===== src/rtl/gbus_wr_initiator_if.sv =====
// Command, write-data and global-bus write signals of the gbus write initiator.
// The initiator uses "master" (it masters the global bus); its environment uses "slave".
interface gbus_wr_initiator_if #(
  parameter int DATA_WIDTH = 64,
  parameter int CMEM_AW    = 13,
  parameter int CORE_AW    = 4,
  parameter int BIAS_W     = 2
);
  // Handshakes: a transfer happens in every cycle where valid and ready are both
  // high at the rising edge; valid never waits on ready, ready may depend on state.
  logic                              cmd_vld;
  logic                              cmd_rdy;
  logic [CORE_AW-1:0]                cmd_core;
  logic [CMEM_AW-1:0]                cmd_addr;
  logic [CMEM_AW:0]                  cmd_len;
  logic [DATA_WIDTH-1:0]             din;
  logic                              din_vld;
  logic                              din_rdy;
  logic [BIAS_W+CORE_AW+CMEM_AW-1:0] gbus_addr;
  logic                              gbus_wen;
  logic [DATA_WIDTH-1:0]             gbus_wdata;

  modport master (
    input  cmd_vld, cmd_core, cmd_addr, cmd_len, din, din_vld,
    output cmd_rdy, din_rdy, gbus_addr, gbus_wen, gbus_wdata
  );

  modport slave (
    output cmd_vld, cmd_core, cmd_addr, cmd_len, din, din_vld,
    input  cmd_rdy, din_rdy, gbus_addr, gbus_wen, gbus_wdata
  );
endinterface


===== src/rtl/gbus_wr_initiator.sv =====
// Turns a {core, addr, len} command plus a data stream into registered
// global-bus writes to consecutive core-memory words.
module gbus_wr_initiator #(
  parameter int DATA_WIDTH = 64,
  parameter int CMEM_AW    = 13,
  parameter int CORE_AW    = 4,
  parameter int BIAS_W     = 2
) (
  input  logic                   clk,
  input  logic                   rstn,
  gbus_wr_initiator_if.master    bus,
  input  logic                   abort,
  output logic                   busy,
  output logic                   done,
  output logic                   err,
  output logic                   state_dbg
);

  typedef enum logic {IDLE = 1'b0, BURST = 1'b1} state_t;

  localparam int GA_W = BIAS_W + CORE_AW + CMEM_AW;

  state_t                state;
  state_t                state_nxt;
  logic [CORE_AW-1:0]    core_q;
  logic [CMEM_AW-1:0]    addr_q;
  logic [CMEM_AW:0]      rem_q;
  logic                  wen_q;
  logic [GA_W-1:0]       gaddr_q;
  logic [DATA_WIDTH-1:0] wdata_q;
  logic                  done_q;
  logic                  err_q;

  logic cmd_fire;
  logic din_fire;
  logic len_zero;
  logic last_word;

  assign bus.cmd_rdy = (state == IDLE);
  // Abort blocks the data handshake in the same cycle, so it wins over din_vld.
  assign bus.din_rdy = (state == BURST) && !abort;

  assign cmd_fire  = bus.cmd_vld && bus.cmd_rdy;
  assign din_fire  = bus.din_vld && bus.din_rdy;
  assign len_zero  = (bus.cmd_len == '0);
  assign last_word = (rem_q == (CMEM_AW+1)'(1));

  always_comb begin
    state_nxt = state;
    case (state)
      IDLE: begin
        if (cmd_fire && !len_zero) state_nxt = BURST;
      end
      BURST: begin
        if (abort)                       state_nxt = IDLE;
        else if (din_fire && last_word)  state_nxt = IDLE;
      end
      default: state_nxt = IDLE;
    endcase
  end

  always_ff @(posedge clk or negedge rstn) begin
    if (!rstn) state <= IDLE;
    else       state <= state_nxt;
  end

  always_ff @(posedge clk or negedge rstn) begin
    if (!rstn) begin
      core_q  <= '0;
      addr_q  <= '0;
      rem_q   <= '0;
      wen_q   <= 1'b0;
      gaddr_q <= '0;
      wdata_q <= '0;
      done_q  <= 1'b0;
      err_q   <= 1'b0;
    end else begin
      wen_q  <= din_fire;
      done_q <= din_fire && last_word;
      err_q  <= cmd_fire && len_zero;

      if (cmd_fire && !len_zero) begin
        core_q <= bus.cmd_core;
        addr_q <= bus.cmd_addr;
        rem_q  <= bus.cmd_len;
      end else if (state == BURST && abort) begin
        rem_q  <= '0;
      end else if (din_fire) begin
        // Address wraps naturally at 2^CMEM_AW; the core field is never touched.
        gaddr_q <= {{BIAS_W{1'b0}}, core_q, addr_q};
        wdata_q <= bus.din;
        addr_q  <= addr_q + 1'b1;
        rem_q   <= rem_q - 1'b1;
      end
    end
  end

  assign bus.gbus_wen   = wen_q;
  assign bus.gbus_addr  = gaddr_q;
  assign bus.gbus_wdata = wdata_q;
  assign done           = done_q;
  assign err            = err_q;
  assign busy           = (state == BURST) || wen_q;
  assign state_dbg      = state;

endmodule


===== src/flat_wrapper.sv =====
// flat-port wrapper written by rule: the top's interface ports become plain ports
module gbus_wr_initiator_flat 
#(
  parameter int DATA_WIDTH = 64,
  parameter int CMEM_AW    = 13,
  parameter int CORE_AW    = 4,
  parameter int BIAS_W     = 2
)
  (clk, rstn, abort, busy, done, err, state_dbg, bus_cmd_vld, bus_cmd_core, bus_cmd_addr, bus_cmd_len, bus_din, bus_din_vld, bus_cmd_rdy, bus_din_rdy, bus_gbus_addr, bus_gbus_wen, bus_gbus_wdata);
  gbus_wr_initiator_if #(.DATA_WIDTH(DATA_WIDTH), .CMEM_AW(CMEM_AW), .CORE_AW(CORE_AW), .BIAS_W(BIAS_W)) bus_i ();
  input  logic clk;
  input  logic rstn;
  input  logic abort;
  output logic busy;
  output logic done;
  output logic err;
  output logic state_dbg;
  input wire logic [$bits(bus_i.cmd_vld)-1:0] bus_cmd_vld;
  input wire logic [$bits(bus_i.cmd_core)-1:0] bus_cmd_core;
  input wire logic [$bits(bus_i.cmd_addr)-1:0] bus_cmd_addr;
  input wire logic [$bits(bus_i.cmd_len)-1:0] bus_cmd_len;
  input wire logic [$bits(bus_i.din)-1:0] bus_din;
  input wire logic [$bits(bus_i.din_vld)-1:0] bus_din_vld;
  output wire logic [$bits(bus_i.cmd_rdy)-1:0] bus_cmd_rdy;
  output wire logic [$bits(bus_i.din_rdy)-1:0] bus_din_rdy;
  output wire logic [$bits(bus_i.gbus_addr)-1:0] bus_gbus_addr;
  output wire logic [$bits(bus_i.gbus_wen)-1:0] bus_gbus_wen;
  output wire logic [$bits(bus_i.gbus_wdata)-1:0] bus_gbus_wdata;
  assign bus_i.cmd_vld = bus_cmd_vld;
  assign bus_i.cmd_core = bus_cmd_core;
  assign bus_i.cmd_addr = bus_cmd_addr;
  assign bus_i.cmd_len = bus_cmd_len;
  assign bus_i.din = bus_din;
  assign bus_i.din_vld = bus_din_vld;
  assign bus_cmd_rdy = bus_i.cmd_rdy;
  assign bus_din_rdy = bus_i.din_rdy;
  assign bus_gbus_addr = bus_i.gbus_addr;
  assign bus_gbus_wen = bus_i.gbus_wen;
  assign bus_gbus_wdata = bus_i.gbus_wdata;
  gbus_wr_initiator #(.DATA_WIDTH(DATA_WIDTH), .CMEM_AW(CMEM_AW), .CORE_AW(CORE_AW), .BIAS_W(BIAS_W)) u_core (.clk(clk), .rstn(rstn), .bus(bus_i), .abort(abort), .busy(busy), .done(done), .err(err), .state_dbg(state_dbg));
endmodule

===== config.mk =====
export PLATFORM = sky130hd
export DESIGN_NAME = gbus_wr_initiator_flat
export DESIGN_NICKNAME = d
export VERILOG_FILES = /design/src/rtl/gbus_wr_initiator_if.sv /design/src/rtl/gbus_wr_initiator.sv /design/src/flat_wrapper.sv
export SDC_FILE = /design/constraint.sdc
export NUM_CORES = 1
export LEC_CHECK = 0
export BUFFER_PORTS_ARGS = -buffer_cell sky130_fd_sc_hd__buf_2
export CAP_MARGIN = 20
export CORE_UTILIZATION = 50
export CTS_CLUSTER_DIAMETER = 30
export CTS_CLUSTER_SIZE = 14
export DETAILED_ROUTE_END_ITERATION = 16
export PLACE_DENSITY = 0.81
export SLEW_MARGIN = 30
export SYNTH_ARGS = -nofsm -noshare
export SYNTH_HDL_FRONTEND = slang
export SYNTH_SLANG_ARGS = --single-unit

===== constraint.sdc =====
create_clock -name clk -period 3.8 [get_ports clk]
set_input_delay 0.38 -clock clk [delete_from_list [all_inputs] [get_ports clk]]
set_output_delay 0.38 -clock clk [all_outputs]
set_load 0.05 [all_outputs]

==> flow_summary_export.csv, run 1 <==
group,metric,value,unit
cts,cts_buffer_depth,2,
placement,io_buffers,187,
timing,slew_viol_final,0,
synthesis,ys.flop_type,"dfrtp_1",
timing,fin_hold_ws,0.0631,ns
setup_path,critPathRequiredTime,4.24,ns
global_routing,grt_max_degree,50,
drt,viasPerCell,5.08,
synthesis,netlist_instances,557,
synthesis,ys.warnings.count,0,
setup_path,path_class,"reg2reg",
placement,placement.cell_area,6130,sq um
cts,clk_pin_slew_worst_paths,0.06,ns
global_routing,grt_usage,24.7,%
timing,finalHoldViolCount,0,
outcome,status,"finished clean",
synthesis,synth_seq_cells,116,
drt,ant_nets,0,
synthesis,synth_edf_count,0,
die,initial_core_util,52.0,%
timing,fin_crit,2.47,ns
synthesis,synthTopCellsByCount,"nand2_1 (275), dfrtp_1 (116), o21ai_0 (21), buf_2 (12), nor3_1 (12)",
placement,place.gp.congestion,0.875,
timing,setup_viol_count_final,0,
layout,num-fill-cells,806,
setup_path,critPathMaxFanout,42,
power,seqPwrFrac,34.5,%
timing,setup_slack,1.33,ns
synthesis,synth_cell_types,48,
power,switchingPower,2190,uW
placement,pre_cts_slack,1.42,ns
placement,dpl.hpwl,9.06,mm
timing,fin_crit_sh,65.1,%
cts,clock_latency,0.50,ns
drt,wl_per_cell,14.4,microns
cts,cts_resized,0,
die,die_w,103,microns
die,ios,190,
drt,drt_pass1_iterations,4,
setup_path,start_kind,"flip-flop",
timing,worst-slew-pin-transition,0.647,ns
power,pwr-share-comb,35.8,%
timing,rsz0062_at_grt,"false",
cts,cts_made_buffers,17,
timing,fin_tns_setup,0,ns
cts,htree_levels,4,
setup_path,cp-end-kind,"flip-flop",
power,peakVddDrop,0.427,mV
power,cellPowerDensity,771,nW/um^2
synthesis,synthArstFlopShare,100,%
synthesis,syn-mean-instance-area,9.21,sq um
timing,slew_headroom,56.8,%
synthesis,synth.area.top_cells,"dfrtp_1 (57%), nand2_1 (20%), o21ai_0 (2.0%)",
layout,drive_above_1_share,32.8,%
power,clkPwrFrac,29.8,%
synthesis,yosysMostFrequentCell,"nand2_1",
synthesis,synth_area_leader_cell,"dfrtp_1",
die,die-area,10700,sq um
layout,area_delta_synth_final,31.1,%
global_routing,grt_pass1_wl,20.0,mm
power,p_leak,0.00360,uW
drt,drt_iter0_markers,165,
min_path,hold_path_class,"in2reg",
synthesis,synthesis.area,5130,sq um
global_routing,grt_pass1_vias,4371,
layout,num-nets-final,845,
die,coreArea,9860,sq um
power,p_int,3000,uW
layout,num_antenna_cells,0,
drt,routed_wl,12.8,mm
synthesis,synth_seq_area_share,56.6,%
die,fp-row-count,36,
drt,vias,4509,
die,die_h,103,microns
global_routing,grt_overflow,0,
power,swShare,42.1,%
synthesis,synth_top_area_share,56.6,%
job,drv_cap,0,
cts,root_buffer,"clkbuf_8",
drt,drc,0,
layout,design_area,6730,sq um
cts,cts_tree,"built",
cts,clock-sinks,116,
timing,finClkSkew,0.00921,ns
setup_path,cp.arrival,2.91,ns
timing,fmax,405,MHz
global_routing,grt_antenna_before_repair,0,
[placed cells by master, fill, tap and decap left out, drive strengths merged, types with 2 or more instances in the layout]
cell type and count:
dfrtp 116, xnor2 10, nand4 8, inv 7
nand2 275, nor4 8, conb 2, o31ai 2
a221oi 4, mux2 4, nand3b 2, a41o 2
nand2b 3, a31o 2, xor2 5, buf 193
and2 2, bufinv 2, nor3 13, ha 3
clkinv 7, a2bb2oi 2, o31a 2, nand3 5
nor2 10, a211oi 8, o21ai 22, mux2i 2
clkbuf 21
[state kept, by name (all words and copies together), names as in the netlist]
signal	count
u_core.core_q	4
u_core.state_dbg	1
u_core.err	1
u_core.rem_q	14
u_core.bus.gbus_addr	17
u_core.bus.gbus_wdata	64
u_core.done	1
u_core.addr_q	13
u_core.bus.gbus_wen	1
[worst paths after layout]
check / start / cells after the start / slack [ns] / to
max: u_core.state_dbg / 5 / 1.33 / u_core.bus.gbus_wdata[28]
min: bus_din[9] / 3 / 0.06 / u_core.bus.gbus_wdata[9]
max reg2reg: u_core.state_dbg / 5 / 1.33 / u_core.bus.gbus_wdata[28]
min reg2reg: u_core.bus.gbus_wdata[57] / 2 / 0.47 / u_core.bus.gbus_wdata[57]
max in group asynchronous: rstn / 3 / 2.45 / u_core.bus.gbus_addr[9]
min in group asynchronous: rstn / 2 / 0.43 / u_core.rem_q[7]
[kinds of logic (layout without fill, tap and decap cells)]
group	after synthesis	in the layout	synth area share [%]
buffers and inverters	35	232	3.44
adder cells (fa/ha/maj)	3	3	0.731
multiplexers	6	6	1.27
AO/OA/AOI/OAI	48	48	7.19
other	1	2	0.0731
AND/OR/NAND/NOR	333	333	28.2
XOR/XNOR	15	15	2.56
flip-flops	116	116	56.6
[final cells by class]
class	count	area, sq um	share of cell area (%)
Inverter	6	22.5	0.335
Sequential cell	116	2900	43.1
Tap cell	133	166	2.47
Clock buffer	21	459	6.82
Multi-Input combinational cell	407	2060	30.6
Timing Repair Buffer	194	993	14.8
Clock inverter	11	126	1.88
[critical path: stages (launching register included)]
cell	delay, ns
dfrtp_1	0.61
nand3b_4	0.46
inv_2	0.67
buf_4	0.44
nand2_1	0.12
nand2_1	0.07
[per-stage QoR]
step	utilization (%)	instances	total power, uW
detailed placement	62.2	855	3660
CTS	68.2	888	5220
finish	68.2	888	5190
floorplan	-	558	3160
global placement	62.2	855	3600
global route	68.2	888	5450
[power groups by stage]
stage / clock, uW / sequential, uW / combinational, uW
final: 1540 / 1790 / 1860
after CTS: 1570 / 1790 / 1870
after global placement: 0 / 1790 / 1820
after detailed placement: 0 / 1800 / 1860
after global routing: 1620 / 1840 / 1990
after floorplan: 0 / 2630 / 535
[metal layers]
metal | GRT usage (%) | wire length [microns]
met2 | 43.4 | 6470
met4 | 9.75 | 209
met5 | 0 | 0
met1 | 29.2 | 5330
met3 | 6.05 | 757
[repair_timing]
action,in CTS,in global routing
hold buffers,1,0
buffers inserted,0,0
endpoints found under the hold margin,47,0
Note: power is estimated with default switching activity, not from simulation.
==> run 2, diff against run 1 <==
--- a/config.mk
+++ b/config.mk
@@ -7,11 +7,11 @@
 export LEC_CHECK = 0
 export BUFFER_PORTS_ARGS = -buffer_cell sky130_fd_sc_hd__buf_2
 export CAP_MARGIN = 20
-export CORE_UTILIZATION = 50
+export CORE_UTILIZATION = 49
 export CTS_CLUSTER_DIAMETER = 30
 export CTS_CLUSTER_SIZE = 14
 export DETAILED_ROUTE_END_ITERATION = 16
-export PLACE_DENSITY = 0.81
+export PLACE_DENSITY = 0.79
 export SLEW_MARGIN = 30
 export SYNTH_ARGS = -nofsm -noshare
 export SYNTH_HDL_FRONTEND = slang
==> constraint.sdc (replaced) <==
create_clock -name clk -period 2.32 [get_ports clk]
set_input_delay 0.232 -clock clk [delete_from_list [all_inputs] [get_ports clk]]
set_output_delay 0.232 -clock clk [all_outputs]
set_load 0.05 [all_outputs]
==> run 2 against run 1 <==
Compared with the run above:
- die area rose by 2.0%
- clock-buffer cell count down 3
- register-to-register slack worse by 0.89 ns
- critical path depth unchanged
- worst hold slack worse by 0.040 ns
- critical endpoint is now u_core.bus.gbus_wdata[24]
- largest power group unchanged
- highest routed layer unchanged
==> flow_summary_export.csv, run 2 (same netlist as run 1, synthesis figures left out) <==
group,metric,value,unit
timing,fmax,532,MHz
timing,worst-slew-pin-transition,0.608,ns
global_routing,grt_pass1_vias,5286,
power,p_int,5060,uW
cts,clock_latency,0.50,ns
die,die_w,104,microns
power,p_leak,0.00397,uW
timing,setup_viol_count_final,0,
layout,mostFrequentLayoutCells,"nand2_1 (275), buf_2 (186), dfrtp_1 (116)",
setup_path,start_kind,"flip-flop",
timing,fin_crit_sh,81.1,%
drt,drt_iter0_markers,367,
drt,routed_wl,15.7,mm
power,cellPowerDensity,1150,nW/um^2
placement,io_buffers,187,
placement,pre_cts_slack,0.492,ns
drt,viasPerCell,5.22,
power,pwr-share-comb,36.7,%
power,peakVddDrop,0.681,mV
cts,cts_tree,"built",
timing,rsz0062_at_grt,"false",
setup_path,cp-end-kind,"flip-flop",
setup_path,critPathMaxFanout,31,
timing,fin_crit,1.88,ns
die,die_h,104,microns
layout,final_util,76.6,%
drt,drc,0,
placement,place.gp.congestion,0.866,
global_routing,grt_max_degree,60,
cts,htree_levels,4,
global_routing,grt_usage,29.8,%
timing,finClkSkew,0.0103,ns
cts,clk_pin_slew_worst_paths,0.06,ns
global_routing,grt_antenna_before_repair,0,
timing,fin_tns_setup,0,ns
drt,wl_per_cell,16.1,microns
layout,largest_reg_flops,64,
die,fp-row-count,36,
layout,final_cells,975,
die,initial_core_util,51.6,%
die,die-area,10900,sq um
timing,finalHoldViolCount,0,
cts,root_buffer,"clkbuf_8",
layout,num-fill-cells,628,
drt,drt_pass1_iterations,5,
power,swShare,42.2,%
cts,cts_buffer_depth,2,
timing,setup_slack,0.439,ns
timing,slew_viol_final,0,
die,ios,190,
power,switchingPower,3690,uW
min_path,hold_path_class,"in2reg",
placement,dp_cells,858,
cts,clock-sinks,116,
layout,num-nets-final,933,
layout,num_antenna_cells,0,
cts,cts_made_buffers,17,
timing,slew_headroom,59.3,%
power,clkPwrFrac,29.4,%
drt,vias,5092,
setup_path,cp.arrival,2.31,ns
drt,ant_nets,0,
power,totalPowerFinal,8750,uW
outcome,status,"finished clean",
power,seqPwrFrac,34.0,%
setup_path,critPathRequiredTime,2.74,ns
setup_path,path_class,"reg2reg",
die,coreArea,9950,sq um
job,drv_cap,0,
layout,final_common_cell,"nand2_1",
layout,area_delta_synth_final,48.6,%
global_routing,grt_overflow,0,
placement,dpl.hpwl,9.09,mm
global_routing,grt_pass1_wl,25.5,mm
layout,drive_above_1_share,29.7,%
-- run 2: cell types whose count changed in the layout (fill, tap and decap cells not counted), sizes merged --
cell,delta
buf,+3
bufinv,+1
clkbuf,-3
clkinv,-2
clkinvlp,+3
dlygate4sd3,+85
-- run 2: worst max-delay path, cell delays in order, from the launching register on --
cell      delay (ns)
dfrtp_1         0.55
nand3b_4        0.18
inv_2           0.44
buf_4           0.41
nand2_1         0.11
nand2_1         0.11
-- run 2: through the flow --
stage / instance area [sq um] / hold slack, ns
2_1_floorplan: 5140 / -0.0636
4_1_cts: 7630 / 0.00817
3_5_place_dp: 6180 / 0.207
5_1_grt: 7630 / 0.0120
6_report: 7630 / 0.0234
3_3_place_gp: 6180 / 0.197
-- run 2: power groups by stage --
| stage | Sequential (uW) | Clock, uW | Combinational [uW] |
|---|---|---|---|
| floorplan | 4310 | 0 | 876 |
| finish | 2970 | 2570 | 3210 |
| detailed placement | 2960 | 0 | 3050 |
| global route | 3030 | 2690 | 3400 |
| global placement | 2940 | 0 | 3000 |
| CTS | 2940 | 2590 | 3170 |
-- run 2: final timing paths --
kind,start,end,slack [ns],cells after the start
setup reg to reg,u_core.state_dbg,u_core.bus.gbus_wdata[24],0.44,5
hold reg to reg,u_core.bus.gbus_addr[16],u_core.bus.gbus_addr[16],0.47,2
setup / recovery,u_core.state_dbg,u_core.bus.gbus_wdata[24],0.44,5
max in group asynchronous,rstn,u_core.bus.gbus_wdata[53],1.39,3
min in group asynchronous,rstn,u_core.rem_q[8],0.22,2
hold / removal,bus_cmd_vld,u_core.err,0.02,3
-- run 2: timing repair --
item	4_1_cts	5_1_grt
hold buffers	86	0
endpoints found under the setup margin	0	0
buffers inserted	0	0
hold endpoints to repair	115	0
resized for setup	0	0
-- run 2: per-layer routing --
metal | global-route usage [%] | part of all wire [%] | up-vias
li1 | - | - | 2366
met1 | 34.5 | 39 | 2406
met2 | 51.0 | 50 | 259
met3 | 6.64 | 5.8 | 61
met4 | 17.0 | 4.9 | 0
met5 | 0 | 0 | -
-- run 2: final cells by class --
class | instances | area, sq um | share of cell area [%]
clock inverters | 13 | 158 | 2.07
inverters | 6 | 22.5 | 0.295
repair buffers | 282 | 1890 | 24.8
clock buffers | 18 | 428 | 5.61
multi-input cells | 407 | 2060 | 27.0
well taps | 133 | 166 | 2.18
flip-flops and latches | 116 | 2900 | 38.1
==> run 3, diff against run 2 <==
--- a/config.mk
+++ b/config.mk
@@ -7,11 +7,11 @@
 export LEC_CHECK = 0
 export BUFFER_PORTS_ARGS = -buffer_cell sky130_fd_sc_hd__buf_2
 export CAP_MARGIN = 20
-export CORE_UTILIZATION = 49
+export CORE_UTILIZATION = 45
 export CTS_CLUSTER_DIAMETER = 30
 export CTS_CLUSTER_SIZE = 14
 export DETAILED_ROUTE_END_ITERATION = 16
-export PLACE_DENSITY = 0.79
+export PLACE_DENSITY = 0.77
 export SLEW_MARGIN = 30
 export SYNTH_ARGS = -nofsm -noshare
 export SYNTH_HDL_FRONTEND = slang
==> constraint.sdc (replaced) <==
create_clock -name clk -period 1.5 [get_ports clk]
set_input_delay 0.15 -clock clk [delete_from_list [all_inputs] [get_ports clk]]
set_output_delay 0.15 -clock clk [all_outputs]
set_load 0.05 [all_outputs]
==> run 3 against run 2 <==
Compared with the run above:
- highest routed layer unchanged
- global-route usage decreased by 1.8 points
- critical path type unchanged
- core utilization decreased by 2.2 points
- clock-buffer cell count rose by 5
- non-clock buffer count increased by 38
- register-to-register slack worse by 0.52 ns
- sequential share of layout area shrank 2.5 points
- the run now ends with negative setup slack left
- largest cell class unchanged
- critical path depth up 2
- fmax up 19%
- clock power increased by 37%
==> flow_summary_export.csv, run 3 (same netlist as run 1, synthesis figures left out) <==
group,metric,value,unit
placement,place.gp.congestion,0.871,
timing,slew_viol_final,0,
cts,clock_latency,0.41,ns
cts,cts_tree,"built",
setup_path,path_cells,"buf_6, nand2b_4, a41oi_4, buf_6, buf_16, nor3_2, a211oi_2",
cts,clock-sinks,116,
global_routing,grt_antenna_before_repair,0,
layout,final_cells,1020,
timing,rsz0062_at_grt,"true",
setup_path,crit_slowest_cell,"dfrtp_2",
layout,area_delta_synth_final,59.1,%
timing,finClkSkew,0.00574,ns
outcome,violations,"negative setup slack",
drt,vias,5297,
power,swShare,42.3,%
timing,setup_viol_count_final,28,
drt,routed_wl,16.6,mm
power,seqPwrFrac,33.3,%
drt,routed.top_layer,"met4",
cts,root_buffer,"clkbuf_16",
setup_path,crit_family,"compound AO/OA/AOI/OAI gates",
setup_path,start_kind,"flip-flop",
placement,dpl.hpwl,9.46,mm
power,p_int,7910,uW
drt,wl_per_cell,16.3,microns
drt,met2_length,8.65,mm
layout,num-nets-final,972,
timing,fin_crit_sh,106,%
global_routing,grt_overflow,0,
die,die_w,109,microns
layout,largest_reg_flops,64,
min_path,hold_path_class,"in2reg",
setup_path,critPathBufInv,3,
power,totalPowerFinal,13700,uW
drt,ant_nets,0,
cts,cts_made_buffers,17,
drt,wl_met1,6.42,mm
timing,finalHoldViolCount,0,
timing,fin_crit,1.59,ns
setup_path,path_class,"reg2reg",
placement,dp_cells,895,
cts,clk_pin_slew_worst_paths,0.05,ns
die,coreArea,11000,sq um
drt,met3_wirelength,1.06,mm
layout,mostFrequentLayoutCells,"nand2_1 (267), buf_2 (183), dfrtp_1 (115)",
setup_path,critPathRequiredTime,1.82,ns
drt,drt_iter0_markers,424,
die,die_h,109,microns
power,cellPowerDensity,1680,nW/um^2
power,clkPwrFrac,25.7,%
die,initial_core_util,46.7,%
power,pwr-share-comb,41.0,%
setup_path,critPathMaxFanout,6,
setup_path,cp-end-kind,"flip-flop",
outcome,status,"complete, but fails checks",
layout,drive_above_1_share,36.5,%
cts,htree_levels,4,
global_routing,grt_pass1_vias,5330,
layout,final_common_cell,"nand2_1",
power,p_leak,0.00424,uW
power,switchingPower,5810,uW
die,die-area,11800,sq um
power,peakVddDrop,1.26,mV
global_routing,grt_usage,28.0,%
cts,cts_buffer_depth,2,
timing,fmax,631,MHz
drt,drc,0,
layout,num_antenna_cells,0,
global_routing,grt_pass1_wl,25.1,mm
timing,setup_slack,-0.0858,ns
setup_path,cp_slowest_stage_delay,0.41,ns
global_routing,grt_max_degree,52,
setup_path,cp.arrival,1.90,ns
placement,io_buffers,187,
die,fp-row-count,38,
setup_path,crit_top_cell,"buf_6",
job,drv_cap,0,
drt,viasPerCell,5.19,
die,ios,190,
drt,drt_pass1_iterations,5,
[run 3: cell count changes in the layout (fill, tap and decap cells not counted), sizes merged]
cell         previous run  this run
clkbuf                 18        24
buf                   196       236
dlygate4sd3            86        83
bufinv                  3         1
nand2b                  3         4
inv                     7         6
clkinvlp                4         0
clkinv                  5         6
[run 3: per-stage QoR]
step | hold WS [ns] | TNS (ns) | util, % | cell area, sq um | worst slack [ns]
after floorplan | -0.146 | -2.66 | - | 5160 | -0.169
after global placement | 0.0937 | 0 | 58.9 | 6470 | 0.00640
after detailed placement | 0.0979 | -0.363 | 58.9 | 6470 | -0.0895
after CTS | 0.00904 | -0.594 | 72.4 | 7950 | -0.0330
after global routing | 0.0121 | -2.96 | 74.4 | 8170 | -0.126
final | 0.00735 | -1.05 | 74.4 | 8170 | -0.0858
[run 3: power groups by stage]
stage,clock network [uW],logic (uW),registers (uW)
2_1_floorplan,0,1380,6660
3_3_place_gp,0,4940,4480
3_5_place_dp,0,5020,4530
4_1_cts,3590,5340,4500
5_1_grt,3730,5950,4650
6_report,3530,5620,4570
[run 3: worst paths after layout]
kind | end | from | slack [ns] | cells past startpoint
max reg2reg | u_core.rem_q[2] | u_core.state_dbg | -0.09 | 7
min | u_core.rem_q[8] | bus_cmd_len[8] | 0.007 | 3
max in group asynchronous | u_core.bus.gbus_wdata[15] | rstn | 0.69 | 3
min reg2reg | u_core.bus.gbus_wdata[15] | u_core.bus.gbus_wdata[15] | 0.47 | 2
min in group asynchronous | u_core.bus.gbus_addr[4] | rstn | 0.21 | 2
max | u_core.rem_q[2] | u_core.state_dbg | -0.09 | 7
[run 3: metal layers]
layer,global-route usage (%),vias to the layer above
li1,-,2440
met1,30.4,2569
met2,50.3,240
met3,7.11,48
met4,14.4,0
met5,0,-
[run 3: final cells by class]
class / count / area [sq um]
Tap cell: 140 / 175
Clock buffer: 23 / 448
Sequential cell: 116 / 2900
Clock inverter: 7 / 60.1
Fill cell: 715 / 2820
Timing Repair Buffer: 320 / 2310
Inverter: 6 / 22.5
Multi-Input combinational cell: 408 / 2250
[run 3: worst min-delay path, delay by kind of cell]
kind	cells	cell delay [ns]
and+or+nand+nor	1	0.07
AOI/OAI and AO/OA	1	0.05
buffers and inverters	1	0.11
[run 3: repair_timing]
item,CTS,global route
pin swaps,2,19
gates cloned,2,2
hold buffers,83,0
gates resized for setup,21,49
endpoints found under the hold margin,106,0
setup buffers,4,4
setup endpoints to repair,12,65
